**config.mk**
```make
export PLATFORM = sky130hd
export DESIGN_NAME = tap_index_seq
export DESIGN_NICKNAME = d
export VERILOG_FILES = /design/src/rtl/tap_index_seq.sv
export SDC_FILE = /design/constraint.sdc
export NUM_CORES = 1
export LEC_CHECK = 0
export BUFFER_PORTS_ARGS = -buffer_cell sky130_fd_sc_hd__buf_2
export CORE_MARGIN = 2
export CORE_UTILIZATION = 55
export DETAILED_ROUTE_END_ITERATION = 12
export GPL_ROUTABILITY_DRIVEN = 0
export PLACE_DENSITY = 0.86
export SETUP_SLACK_MARGIN = 0.5
export SYNTH_ARGS = -nofsm -noshare
export SYNTH_HDL_FRONTEND = slang
export SYNTH_SLANG_ARGS = --single-unit
```
**constraint.sdc**
```tcl
create_clock -name clk -period 4.2 [get_ports clk]
set_clock_uncertainty 0.2 [all_clocks]
set_input_delay 0.21 -clock clk [delete_from_list [all_inputs] [get_ports clk]]
set_output_delay 0.21 -clock clk [all_outputs]
set_load 0.03 [all_outputs]
```
**src/rtl/tap_index_seq.sv**
```systemverilog
// tap_index_seq: emits linear indices 0..count-1 as (index/3, index%3) plus address
// base + quot*stride + rem. Define TAP_SEQ_PIPE_EN to register quot/rem ahead of the address add.
module tap_index_seq #(
   parameter int IDX_WIDTH  = 8,
   parameter int ADDR_WIDTH = 16
) (
   input  logic                  clk,
   input  logic                  rst_n,
   input  logic                  i_start,
   input  logic [IDX_WIDTH-1:0]  i_count,
   input  logic [ADDR_WIDTH-1:0] i_base,
   input  logic [ADDR_WIDTH-1:0] i_stride,
   output logic                  o_busy,
   output logic                  o_valid,
   input  logic                  i_ready,
   output logic [IDX_WIDTH-1:0]  o_quot,
   output logic [1:0]            o_rem,
   output logic [ADDR_WIDTH-1:0] o_addr,
   output logic                  o_last,
   output logic                  o_done,
   output logic [1:0]            o_dbg_state
);

   // Handshake: a beat transfers on a rising edge where o_valid and i_ready are both 1;
   // while o_valid=1 and i_ready=0 every beat field holds its value.

   typedef enum logic [1:0] {
      IDLE = 2'd0,
      RUN  = 2'd1,
      DONE = 2'd2
   } state_t;

   localparam logic [IDX_WIDTH-1:0] IDX_ONE = IDX_WIDTH'(1);

   state_t                state;
   logic [IDX_WIDTH-1:0]  cnt_r;
   logic [ADDR_WIDTH-1:0] stride_r;

   // Generator registers: g_row always equals base + g_quot*stride.
   logic [IDX_WIDTH-1:0]  g_idx;
   logic [IDX_WIDTH-1:0]  g_quot;
   logic [1:0]            g_rem;
   logic [ADDR_WIDTH-1:0] g_row;

   logic [IDX_WIDTH-1:0]  nxt_idx;
   logic [IDX_WIDTH-1:0]  nxt_quot;
   logic [1:0]            nxt_rem;
   logic [ADDR_WIDTH-1:0] nxt_row;
   logic                  nxt_last;
   logic [ADDR_WIDTH-1:0] out_addr;
   logic                  hs;

`ifdef TAP_SEQ_PIPE_EN
   logic                  s1_valid;
   logic                  g_last;
   logic                  advance;

   assign advance = ~o_valid | i_ready;
`endif

   assign hs          = o_valid & i_ready;
   assign o_dbg_state = state;

   // Incremental divide-by-3: rem wraps 2->0 and carries into quot, row steps by stride.
   always_comb begin
      nxt_idx  = g_idx + IDX_ONE;
      nxt_quot = g_quot;
      nxt_rem  = g_rem + 2'd1;
      nxt_row  = g_row;
      if (g_rem == 2'd2) begin
         nxt_rem  = 2'd0;
         nxt_quot = g_quot + IDX_ONE;
         nxt_row  = g_row + stride_r;
      end
      nxt_last = (nxt_idx == cnt_r - IDX_ONE);
`ifdef TAP_SEQ_PIPE_EN
      out_addr = g_row + ADDR_WIDTH'(g_rem);
`else
      out_addr = nxt_row + ADDR_WIDTH'(nxt_rem);
`endif
   end

   always_ff @(posedge clk or negedge rst_n) begin
      if (!rst_n) begin
         state    <= IDLE;
         o_busy   <= 1'b0;
         o_valid  <= 1'b0;
         o_last   <= 1'b0;
         o_done   <= 1'b0;
         o_quot   <= '0;
         o_rem    <= '0;
         o_addr   <= '0;
         cnt_r    <= '0;
         stride_r <= '0;
         g_idx    <= '0;
         g_quot   <= '0;
         g_rem    <= '0;
         g_row    <= '0;
`ifdef TAP_SEQ_PIPE_EN
         s1_valid <= 1'b0;
         g_last   <= 1'b0;
`endif
      end else begin
         case (state)
            IDLE: begin
               o_done <= 1'b0;
               if (i_start) begin
                  cnt_r    <= i_count;
                  stride_r <= i_stride;
                  g_idx    <= '0;
                  g_quot   <= '0;
                  g_rem    <= '0;
                  g_row    <= i_base;
                  o_busy   <= 1'b1;
                  if (i_count == '0) begin
                     state  <= DONE;
                     o_done <= 1'b1;
                  end else begin
                     state <= RUN;
`ifdef TAP_SEQ_PIPE_EN
                     s1_valid <= 1'b1;
                     g_last   <= (i_count == IDX_ONE);
`else
                     o_valid <= 1'b1;
                     o_quot  <= '0;
                     o_rem   <= '0;
                     o_addr  <= i_base;
                     o_last  <= (i_count == IDX_ONE);
`endif
                  end
               end
            end

            RUN: begin
`ifdef TAP_SEQ_PIPE_EN
               // Stage 1 moves into the output stage whenever the output slot is free or draining.
               if (advance) begin
                  o_valid <= s1_valid;
                  if (s1_valid) begin
                     o_quot <= g_quot;
                     o_rem  <= g_rem;
                     o_addr <= out_addr;
                     o_last <= g_last;
                     if (g_last) begin
                        s1_valid <= 1'b0;
                     end else begin
                        g_idx  <= nxt_idx;
                        g_quot <= nxt_quot;
                        g_rem  <= nxt_rem;
                        g_row  <= nxt_row;
                        g_last <= nxt_last;
                     end
                  end
               end
`else
               if (hs && !o_last) begin
                  g_idx  <= nxt_idx;
                  g_quot <= nxt_quot;
                  g_rem  <= nxt_rem;
                  g_row  <= nxt_row;
                  o_quot <= nxt_quot;
                  o_rem  <= nxt_rem;
                  o_addr <= out_addr;
                  o_last <= nxt_last;
               end
`endif
               if (hs && o_last) begin
                  state   <= DONE;
                  o_valid <= 1'b0;
                  o_last  <= 1'b0;
                  o_done  <= 1'b1;
               end
            end

            DONE: begin
               state  <= IDLE;
               o_busy <= 1'b0;
               o_done <= 1'b0;
            end

            default: begin
               state   <= IDLE;
               o_busy  <= 1'b0;
               o_valid <= 1'b0;
               o_last  <= 1'b0;
               o_done  <= 1'b0;
            end
         endcase
      end
   end

endmodule

```
# == Yosys cells after proc, flatten, opt, wreduce, memory -nomap -nowiden ==
# Cells that the tools add are included.
# op_classes
add_sub_neg,6
eq_ne,10
mux,43
bitwise,3
reduce_logical,13
# ops
cell,count
16-bit two-way mux,6
16-bit case mux with 2 select lines,2
8-bit two-way mux,6
8-bit case mux with 2 select lines,3
16-bit adder,1
16-bit by 2-bit adder with 16-bit output,1
8-bit by 1-bit adder with 8-bit output (second input constant),2
2-bit two-way mux,8
2-bit case mux with 2 select lines,3
4-bit AND reduction,3
1-bit two-way mux,11
8-bit by 1-bit equality test with 1-bit output (second input constant),1
8-bit equality test,1
8-bit logical NOT,1
2-bit inequality test (second input constant),4
8-bit by 1-bit subtractor with 8-bit output (second input constant),1
1-bit case mux with 3 select lines,2
2-bit AND reduction,3
2-bit equality test (second input constant),2
1-bit case mux with 2 select lines,2
3-bit inequality test (second input constant),1
3-bit AND reduction,1
2-bit by 1-bit adder with 2-bit output (second input constant),1
2-bit by 1-bit equality test with 1-bit output (second input constant),1
6 further kinds,8
# totals
ff_bits,90
in_bits,44
output_inout_bits,32
elab_cells,89

# == Logic depth before layout (Yosys ltp) ==
# Gate-level depths: netlist of the first run.
# depth
ltp_word,5
ltp_mapped,14
ltp_nobuf,12

# == Worst setup path after synthesis of the first run ==
# Ideal clock, no wire load.
# synth_timing
kind,register -> register
start,reg stride_r[0]
end,reg o_addr[15]
setup_ns,0.142
t_arrival_ns,2.788
required_time_ns,3.858
setup_slack_ns,1.070
stages_incl_launch_ff,12
n_path_buf,0
synth_period_minus_slack_ns,3.130
path_cell_list,dfrtp_1 ha_1 fa_1 a211oi_2 o21ai_1 a311o_1 nand3_2 nand4b_4 or2_4 nor4b_4 xor2_1 o221ai_1
# synth_via
elab_chain_len,5
# synth_lines
item,line,text
start: declaration,37,logic [ADDR_WIDTH-1:0] stride_r;
start signal: assignment,109,stride_r <= i_stride;
16-bit adder,73,nxt_row = g_row + stride_r;
16-bit two-way mux,70,if (g_rem == 2'd2) begin
16-bit by 2-bit adder with 16-bit output,79,out_addr = nxt_row + ADDR_WIDTH'(nxt_rem);
16-bit two-way mux,156,if (hs && !o_last) begin
16-bit case mux with 2 select lines,104,case (state)
end signal: assignment,127,o_addr <= i_base;
end signal: assignment,163,o_addr <= out_addr;
end: declaration,18,"output logic [ADDR_WIDTH-1:0] o_addr,"
# No other way between the ends. The select of a mux whose other input is x is not followed.
# A chain may end at the register's enable or synchronous reset.

# == Worst setup path after layout of the first run ==
# Same ends and word-level chain as after synthesis.

==> flow_summary_export.csv, run 1 <==
group,metric,value,unit
outcome,outcome,"finished clean",
grt,grt_pass1_wl,24.4,mm
synthesis,ys_top_cells_by_area,"sky130_fd_sc_hd__dfrtp_1, sky130_fd_sc_hd__nand2_1, sky130_fd_sc_hd__o21ai_0",
sta,worst_pin_slew,0.877,ns
synthesis,dominant_cell_type_by_area_after_synthesis,"sky130_fd_sc_hd__dfrtp_1",
synthesis,yosysWarnings,0,
synthesis,syn-instance-count,641,
synthesis,postSynth.asyncResetShare,100,%
clock_network,cts_root_buffer,"sky130_fd_sc_hd__clkbuf_8",
clock_network,clkTransAtPathRegs,0.10,ns
synthesis,avgSynthCellArea,8.59,sq um
min_path,timing.hold.worst_endpoint,"g_row[0]$_DFFE_PN0P_",
synthesis,synth.top_cell.area_share,40.9,%
detailed_routing,postRouteAntennaNets,0,
grt,grt_util_all_layers,27.7,%
sta,tns,0,ns
setup_path,required,4.23,ns
detailed_routing,route.final.wire_length,14.5,mm
sta,final_max_tran_viols,0,
detailed_routing,drc,0,
final_layout,seq_area,2250,sq um
sta,report.final.hold_viol_count,0,
grt,antenna_found_initial,0,
clock_network,cts_tree,"built",
synthesis,syn-cell-area,5500,sq um
final_layout,antenna_cells,0,
place,detailedPlacementHpwl,10.1,mm
sta,final.period_utilization,83.0,%
setup_path,arr_time_crit_path,3.52,ns
setup_path,worstReg2RegEnd,"o_addr[15]$_DFFE_PN0P_",
setup_path,regToRegSetupSlack,0.71,ns
setup_path,endpoint_kind_of_the_worst_setup_timing_path,"flop",
floorplanning,rows,36,
final_layout,number_of_fillers_in_the_final_layout,824,
detailed_routing,dr_total_vias,5221,
floorplanning,placeableCoreArea,9730,sq um
floorplanning,die-area,10800,sq um
detailed_routing,detail_route.vias_per_cell,5.97,
detailed_routing,wl_per_cell,16.6,microns
place,worst_slack_at_placement,0.801,ns
setup_path,start_kind,"flop",
sta,whs,0.00460,ns
floorplanning,total_i_o_pin_count,76,
sta,timing.final.setup_violations,0,
final_layout,layout_common_cells,"sky130_fd_sc_hd__nand2_1, sky130_fd_sc_hd__dfrtp_1, sky130_fd_sc_hd__buf_2",
sta,timing.max_slew.rel_slack,41.5,%
final_layout,drive_gt1_share,15.8,%
min_path,hold_depth,3,
synthesis,synth_top_flop_cell,"sky130_fd_sc_hd__dfrtp_1",
detailed_routing,drt_first_pass_iters,7,
pwr,worst_ir_drop_vdd,0.000151,V
synthesis,synth-edff-count,0,
sta,maxClockFrequency,287,MHz
final_layout,footprint_of_the_multi_input_gates,3090,sq um
grt,first_global_vias,5053,
floorplanning,floorplan.die.width,104,microns
final_layout,final_common_cell,"sky130_fd_sc_hd__nand2_1",
min_path,min_path_type,"input port to flop",
run,maxCapViolCount,0,
sta,period_minus_slack,3.49,ns
sta,rsz_0062_raised_after_global_routing,"false",
synthesis,ys_seq_area_share,40.9,%
clock_network,cts_htree_levels,3,
final_layout,flow.area_growth_from_synthesis,18.6,%
setup_path,crit_path_max_fanout,5,
grt,grt-ovfl-total,0,
clock_network,numClockSinks,90,
clock_network,buffer_depth_of_the_longest_clock_path,2,
synthesis,number_of_storage_elements_in_the_synthesis_netlist,90,
detailed_routing,detail_route.iter0.violations,486,
setup_path,reg2regPathDepth,11,
setup_path,r2r-start,"stride_r[0]$_DFFE_PN0P_",
floorplanning,initial_cell_density_of_the_core,56.6,%
sta,layout_setup_ws,0.713,ns
final_layout,postLayoutCoreUtil,67.1,%
grt,grt_max_degree,50,
clock_network,number_of_buffers_inserted_to_repair_setup_after_cts,0,
clock_network,clock_insertion_delay_worst_skew,0.38,ns
setup_path,critPathKind,"flop to flop",
pwr,static-leakage-power,0.00321,uW
pwr,pwr_density_cell,235,nW/um^2
min_path,worst_hold_startpoint,"i_base[0]",
floorplanning,dieHeight,104,microns
clock_network,cts-buffers-inserted,9,
final_layout,nNetsFinal,803,
synthesis,syn_nets,707,
synthesis,netlist-cell-type-count,60,
place,buffer_ports.inserted,75,
[where the power goes]
part | leakage [uW] | internal (uW) | switching, uW
registers | 0.00124 | 866 | 0
clock network | 0.0000977 | 246 | 358
logic | 0.00187 | 36.2 | 30.1
total | 0.00321 | 1150 | 388
[logic make-up (layout without fill, tap and decap cells)]
kind of cell,Yosys count,in the layout,share of synthesized area (%)
muxes,8,8,1.50
and+or+nand+nor,263,263,22.2
AOI/OAI and AO/OA,170,170,19.9
buffers and inverters,44,145,3.16
DFF,90,90,40.9
adders and majority gates,22,22,5.27
xor gates and xnor gates,44,44,7.00
[area by class of cell]
class                   instances  share of cell area [%]
clock buffers                  10                    2.11
clock inverters                 6                   0.862
well taps                     133                    2.55
multi-input cells             507                    47.3
inverters                      10                   0.575
repair buffers                119                    12.2
flip-flops and latches         90                    34.5
[what timing repair did]
item                       CTS  global route
hold buffers                34             0
setup endpoints to repair    0             1
resized for setup            0             1
hold endpoints to repair    85             0
[sequential cells by signal, summed over array words and instances (netlist names)]
register	flops
g_row	16
o_addr	16
stride_r	16
cnt_r	8
g_idx	8
g_quot	8
o_quot	8
g_rem	2
o_dbg_state	2
o_rem	2
o_busy	1
o_done	1
o_last	1
o_valid	1
[worst max-delay path, cell delays in order (launching register included)]
cell and delay (ns):
sky130_fd_sc_hd__dfrtp_1 0.40, sky130_fd_sc_hd__ha_1 0.26, sky130_fd_sc_hd__fa_1 0.47, sky130_fd_sc_hd__a211oi_2 0.31
sky130_fd_sc_hd__o21ai_1 0.15, sky130_fd_sc_hd__a311o_1 0.39, sky130_fd_sc_hd__nand3_2 0.14, sky130_fd_sc_hd__nand4b_4 0.14
sky130_fd_sc_hd__or2_4 0.30, sky130_fd_sc_hd__nor4b_4 0.29, sky130_fd_sc_hd__xor2_1 0.18, sky130_fd_sc_hd__o221ai_1 0.12
[layer usage]
metal  part of all wire [%]  global-route usage [%]  up-vias
met5                      0                       0        -
met4                    2.5                    8.78        0
met3                    6.7                    4.82       49
met2                     48                    46.4      251
met1                     43                    36.9     2475
li1                       -                       -     2446
[metrics by stage]
| step | total power, uW | cells | instance area, sq um |
|---|---|---|---|
| final | 1540 | 875 | 6530 |
| after global routing | 1590 | 875 | 6530 |
| after CTS | 1540 | 875 | 6520 |
| after detailed placement | 926 | 825 | 5990 |
| after global placement | 925 | 825 | 5990 |
| after floorplan | 884 | 641 | 5500 |
[worst max-delay path by stage]
stage,from,to,cells after the start
2_1_floorplan,stride_r[0]$_DFFE_PN0P_,o_addr[15]$_DFFE_PN0P_,11
3_3_place_gp,g_row[0]$_DFFE_PN0P_,o_addr[15]$_DFFE_PN0P_,11
3_5_place_dp,stride_r[0]$_DFFE_PN0P_,o_addr[15]$_DFFE_PN0P_,11
4_1_cts,stride_r[0]$_DFFE_PN0P_,o_addr[15]$_DFFE_PN0P_,11
5_1_grt,stride_r[0]$_DFFE_PN0P_,o_addr[9]$_DFFE_PN0P_,11
6_report,stride_r[0]$_DFFE_PN0P_,o_addr[15]$_DFFE_PN0P_,11
[cell usage after synthesis, types with 3 or more instances]
cell,instances
sky130_fd_sc_hd__o31a_1,3
sky130_fd_sc_hd__xor2_1,18
sky130_fd_sc_hd__o211ai_1,3
sky130_fd_sc_hd__ha_1,20
sky130_fd_sc_hd__and2_1,8
sky130_fd_sc_hd__o221ai_1,3
sky130_fd_sc_hd__o21a_1,3
sky130_fd_sc_hd__xnor2_1,26
sky130_fd_sc_hd__a21oi_1,39
sky130_fd_sc_hd__clkbuf_1,25
sky130_fd_sc_hd__nor2_1,33
sky130_fd_sc_hd__a31oi_1,8
sky130_fd_sc_hd__a21boi_0,3
sky130_fd_sc_hd__nor4_1,4
sky130_fd_sc_hd__a32o_1,4
sky130_fd_sc_hd__nor3b_1,3
sky130_fd_sc_hd__nand3_1,18
sky130_fd_sc_hd__and3_1,5
sky130_fd_sc_hd__mux2i_1,6
sky130_fd_sc_hd__o31ai_1,14
sky130_fd_sc_hd__o21ai_0,54
sky130_fd_sc_hd__nor3_1,11
sky130_fd_sc_hd__nand4_1,7
sky130_fd_sc_hd__inv_1,10
sky130_fd_sc_hd__buf_1,4
sky130_fd_sc_hd__nand2_1,153
sky130_fd_sc_hd__nand2b_1,4
sky130_fd_sc_hd__o2111ai_1,4
sky130_fd_sc_hd__buf_2,4
sky130_fd_sc_hd__dfrtp_1,90
sky130_fd_sc_hd__a21o_1,11
sky130_fd_sc_hd__a22o_1,4
sky130_fd_sc_hd__or4_1,3
Note: power is estimated with default switching activity, not from simulation.
==> run 2: changes to the inputs <==
ABC_AREA = 1   (was not set)
CORE_UTILIZATION = 53   (was 55)
clock period = 2.9 ns   (was 4.2 ns; I/O delays follow)
==> flow_summary_export.csv, run 2 <==
group,metric,value,unit
grt,antenna_found_initial,0,
synthesis,synth_top_flop_cell,"sky130_fd_sc_hd__dfrtp_1",
synthesis,ys_top_cells_by_area,"sky130_fd_sc_hd__dfrtp_1, sky130_fd_sc_hd__nand2_1, sky130_fd_sc_hd__inv_1",
grt,grt_max_degree,91,
grt,grt-ovfl-total,0,
setup_path,path_cells,"ha_4 -> fa_2 -> nand2_2 -> nand2_4 -> ha_4 -> a21oi_2 -> nor2_2 -> nand3_2 -> buf_4 -> nor2_4 -> nand4_1 -> buf_4 -> nand3_1 -> nand2_1",
run,maxCapViolCount,0,
clock_network,cts_root_buffer,"sky130_fd_sc_hd__clkbuf_8",
setup_path,required,2.96,ns
floorplanning,dieHeight,106,microns
setup_path,delay_heaviest_family_cp,"simple AND/OR/NAND/NOR gates",
sta,report.final.hold_viol_count,0,
synthesis,avgSynthCellArea,7.57,sq um
synthesis,yosysWarnings,0,
final_layout,flow.area_growth_from_synthesis,28.5,%
outcome,outcome,"finished, violations left",
place,buffer_ports.inserted,75,
setup_path,critPathMaxStageDelay,0.43,ns
clock_network,cts_tree,"built",
sta,final_max_tran_viols,0,
synthesis,netlist-cell-type-count,41,
min_path,min_path_type,"input port to flop",
floorplanning,rows,37,
detailed_routing,postRouteAntennaNets,0,
final_layout,drive_gt1_share,23.5,%
synthesis,synthMostInstantiatedCell,"sky130_fd_sc_hd__nand2_1",
grt,grt_pass1_wl,24.2,mm
outcome,failed_checks,"setup timing",
grt,grt_util_all_layers,26.9,%
detailed_routing,detail_route.vias_per_cell,5.59,
clock_network,clock_insertion_delay_worst_skew,0.38,ns
setup_path,cp.buffers_inverters,2,
detailed_routing,drt_first_pass_iters,6,
setup_path,endpoint_kind_of_the_worst_setup_timing_path,"flop",
final_layout,registers_with_the_most_flip_flops,"g_row (16), o_addr (16), stride_r (16)",
sta,rsz_0062_raised_after_global_routing,"true",
floorplanning,die-area,11300,sq um
final_layout,nNetsFinal,938,
clock_network,clkTransAtPathRegs,0.09,ns
min_path,timing.hold.worst_endpoint,"g_idx[0]$_DFFE_PN0P_",
setup_path,worst_path_max_delay_cell,"sky130_fd_sc_hd__dfrtp_1",
synthesis,number_of_storage_elements_in_the_synthesis_netlist,90,
final_layout,stdcell_count,1013,
detailed_routing,route.final.wire_length,15.9,mm
pwr,static-leakage-power,0.00351,uW
synthesis,dominant_cell_type_by_area_after_synthesis,"sky130_fd_sc_hd__dfrtp_1",
pwr,pwr_density_cell,1190,nW/um^2
floorplanning,total_i_o_pin_count,76,
final_layout,finish.instance_area,7140,sq um
sta,timing.final.setup_violations,5,
synthesis,synth-edff-count,0,
pwr,worst_ir_drop_vdd,0.000819,V
detailed_routing,dr_total_vias,5659,
synthesis,synth.top_cell.area_share,40.5,%
synthesis,yosys-top-cells-count,"sky130_fd_sc_hd__nand2_1, sky130_fd_sc_hd__dfrtp_1, sky130_fd_sc_hd__inv_1",
floorplanning,placeableCoreArea,10200,sq um
final_layout,layout_common_cells,"sky130_fd_sc_hd__nand2_1, sky130_fd_sc_hd__dfrtp_1, sky130_fd_sc_hd__inv_1",
clock_network,buffer_depth_of_the_longest_clock_path,2,
clock_network,cts-buffers-inserted,9,
floorplanning,initial_cell_density_of_the_core,54.3,%
synthesis,syn-instance-count,734,
final_layout,number_of_fillers_in_the_final_layout,724,
sta,period_minus_slack,3.01,ns
detailed_routing,detail_route.iter0.violations,573,
sta,worst_pin_slew,0.520,ns
place,detailedPlacementHpwl,9.63,mm
min_path,worst_hold_startpoint,"i_ready",
sta,maxClockFrequency,332,MHz
setup_path,reg2regPathDepth,14,
synthesis,syn-cell-area,5560,sq um
place,placedCellCount,932,
synthesis,syn_nets,800,
setup_path,critPathKind,"flop to flop",
setup_path,regToRegSetupSlack,-0.11,ns
grt,first_global_vias,5281,
final_layout,antenna_cells,0,
setup_path,r2r-start,"g_row[0]$_DFFE_PN0P_",
place,cell_area_after_placement,6110,sq um
setup_path,worstReg2RegEnd,"o_addr[7]$_DFFE_PN0P_",
setup_path,start_kind,"flop",
sta,final.period_utilization,104,%
detailed_routing,wl_per_cell,15.7,microns
sta,layout_setup_ws,-0.113,ns
min_path,hold_depth,5,
synthesis,postSynth.asyncResetShare,100,%
clock_network,numClockSinks,90,
final_layout,final_common_cell,"sky130_fd_sc_hd__nand2_1",
setup_path,arr_time_crit_path,3.08,ns
synthesis,ys_seq_area_share,40.5,%
clock_network,cts_htree_levels,3,
setup_path,crit_path_max_fanout,3,
detailed_routing,drc,0,
floorplanning,floorplan.die.width,106,microns
sta,timing.max_slew.rel_slack,64.9,%
-- run 2: cell count changes after synthesis, moves of 9 or more --
cell and change:
sky130_fd_sc_hd__mux2_2 +18, sky130_fd_sc_hd__inv_1 +71, sky130_fd_sc_hd__o31ai_1 -13, sky130_fd_sc_hd__nand3_1 +27
sky130_fd_sc_hd__xnor2_1 -18, sky130_fd_sc_hd__clkbuf_1 -15, sky130_fd_sc_hd__a21o_1 -11, sky130_fd_sc_hd__nor2_1 +33
sky130_fd_sc_hd__nand2_1 +52, sky130_fd_sc_hd__o21ai_0 -14, sky130_fd_sc_hd__xor2_1 -9
-- run 2: cell families (layout without fill, tap and decap cells) --
kind of cell    count (synthesis)  in the layout  synth area share, %
fa+ha+maj                      22             22                 5.22
flops                          90             90                 40.5
mux                            22             22                 4.41
xor+xnor                       17             17                 2.68
simple gates                  368            369                 29.2
compound gates                106            106                 10.3
buf+inv                       109            251                 7.72
-- run 2: worst max path at each step --
| stage | from | end | slack [ns] | cells after the start |
|---|---|---|---|---|
| floorplan | g_row[0]$_DFFE_PN0P_ | o_addr[13]$_DFFE_PN0P_ | 0.35 | 15 |
| global placement | g_row[0]$_DFFE_PN0P_ | o_addr[15]$_DFFE_PN0P_ | 0.22 | 15 |
| detailed placement | g_row[0]$_DFFE_PN0P_ | o_addr[15]$_DFFE_PN0P_ | 0.13 | 15 |
| CTS | g_row[0]$_DFFE_PN0P_ | o_addr[13]$_DFFE_PN0P_ | 0.14 | 15 |
| global route | g_row[0]$_DFFE_PN0P_ | o_addr[7]$_DFFE_PN0P_ | -0.16 | 14 |
| finish | g_row[0]$_DFFE_PN0P_ | o_addr[7]$_DFFE_PN0P_ | -0.11 | 14 |
-- run 2: layer usage --
| metal | vias up | global-route usage [%] | share of wire [%] |
|---|---|---|---|
| li1 | 2665 | - | - |
| met1 | 2588 | 33.0 | 37 |
| met2 | 324 | 46.1 | 48 |
| met3 | 82 | 6.07 | 9.4 |
| met4 | 0 | 10.5 | 5.1 |
| met5 | - | 0 | 0 |
-- run 2: area by class of cell --
cell class	count	area (sq um)	area share, %
multi-input combinational	536	3090	43.2
clock inverter	4	73.8	1.03
sequential	90	2250	31.5
timing repair buffer	146	1060	14.9
inverter	89	342	4.78
tap	136	170	2.38
clock buffer	12	155	2.17
-- run 2: through the flow --
stage / setup TNS, ns / setup slack [ns] / power (uW) / util (%) / hold slack, ns
finish: -0.313 / -0.113 / 8500 / 69.8 / 0.0377
global route: -0.942 / -0.156 / 9140 / 69.8 / 0.0479
CTS: 0 / 0.140 / 7890 / 67.3 / 0.00212
detailed placement: 0 / 0.133 / 6670 / 59.7 / 0.0298
global placement: 0 / 0.219 / 6530 / 59.7 / 0.0276
floorplan: 0 / 0.353 / 5640 / - / -0.351
-- run 2: tightest hold or removal path, cell delays in order --
cell	delay (ns)
sky130_fd_sc_hd__buf_2	0.10
sky130_fd_sc_hd__nand2_1	0.14
sky130_fd_sc_hd__nor3_4	0.07
sky130_fd_sc_hd__nand2_1	0.05
sky130_fd_sc_hd__o21ai_0	0.06
-- run 2: timing repair --
| action | 4_1_cts | 5_1_grt |
|---|---|---|
| gates resized for setup | 12 | 35 |
| setup endpoints to repair | 23 | 35 |
| setup buffers | 11 | 12 |
| pin swaps | 10 | 18 |
| cloned | 1 | 0 |
| hold buffers | 40 | 1 |
| hold endpoints to repair | 141 | 1 |
-- run 2: where the power goes --
| part | leakage, uW | total (uW) | switching, uW | internal [uW] |
|---|---|---|---|---|
| clock | 0.000117 | 990 | 456 | 533 |
| sequential | 0.00111 | 2210 | 447 | 1760 |
| combinational | 0.00228 | 5300 | 3340 | 1960 |
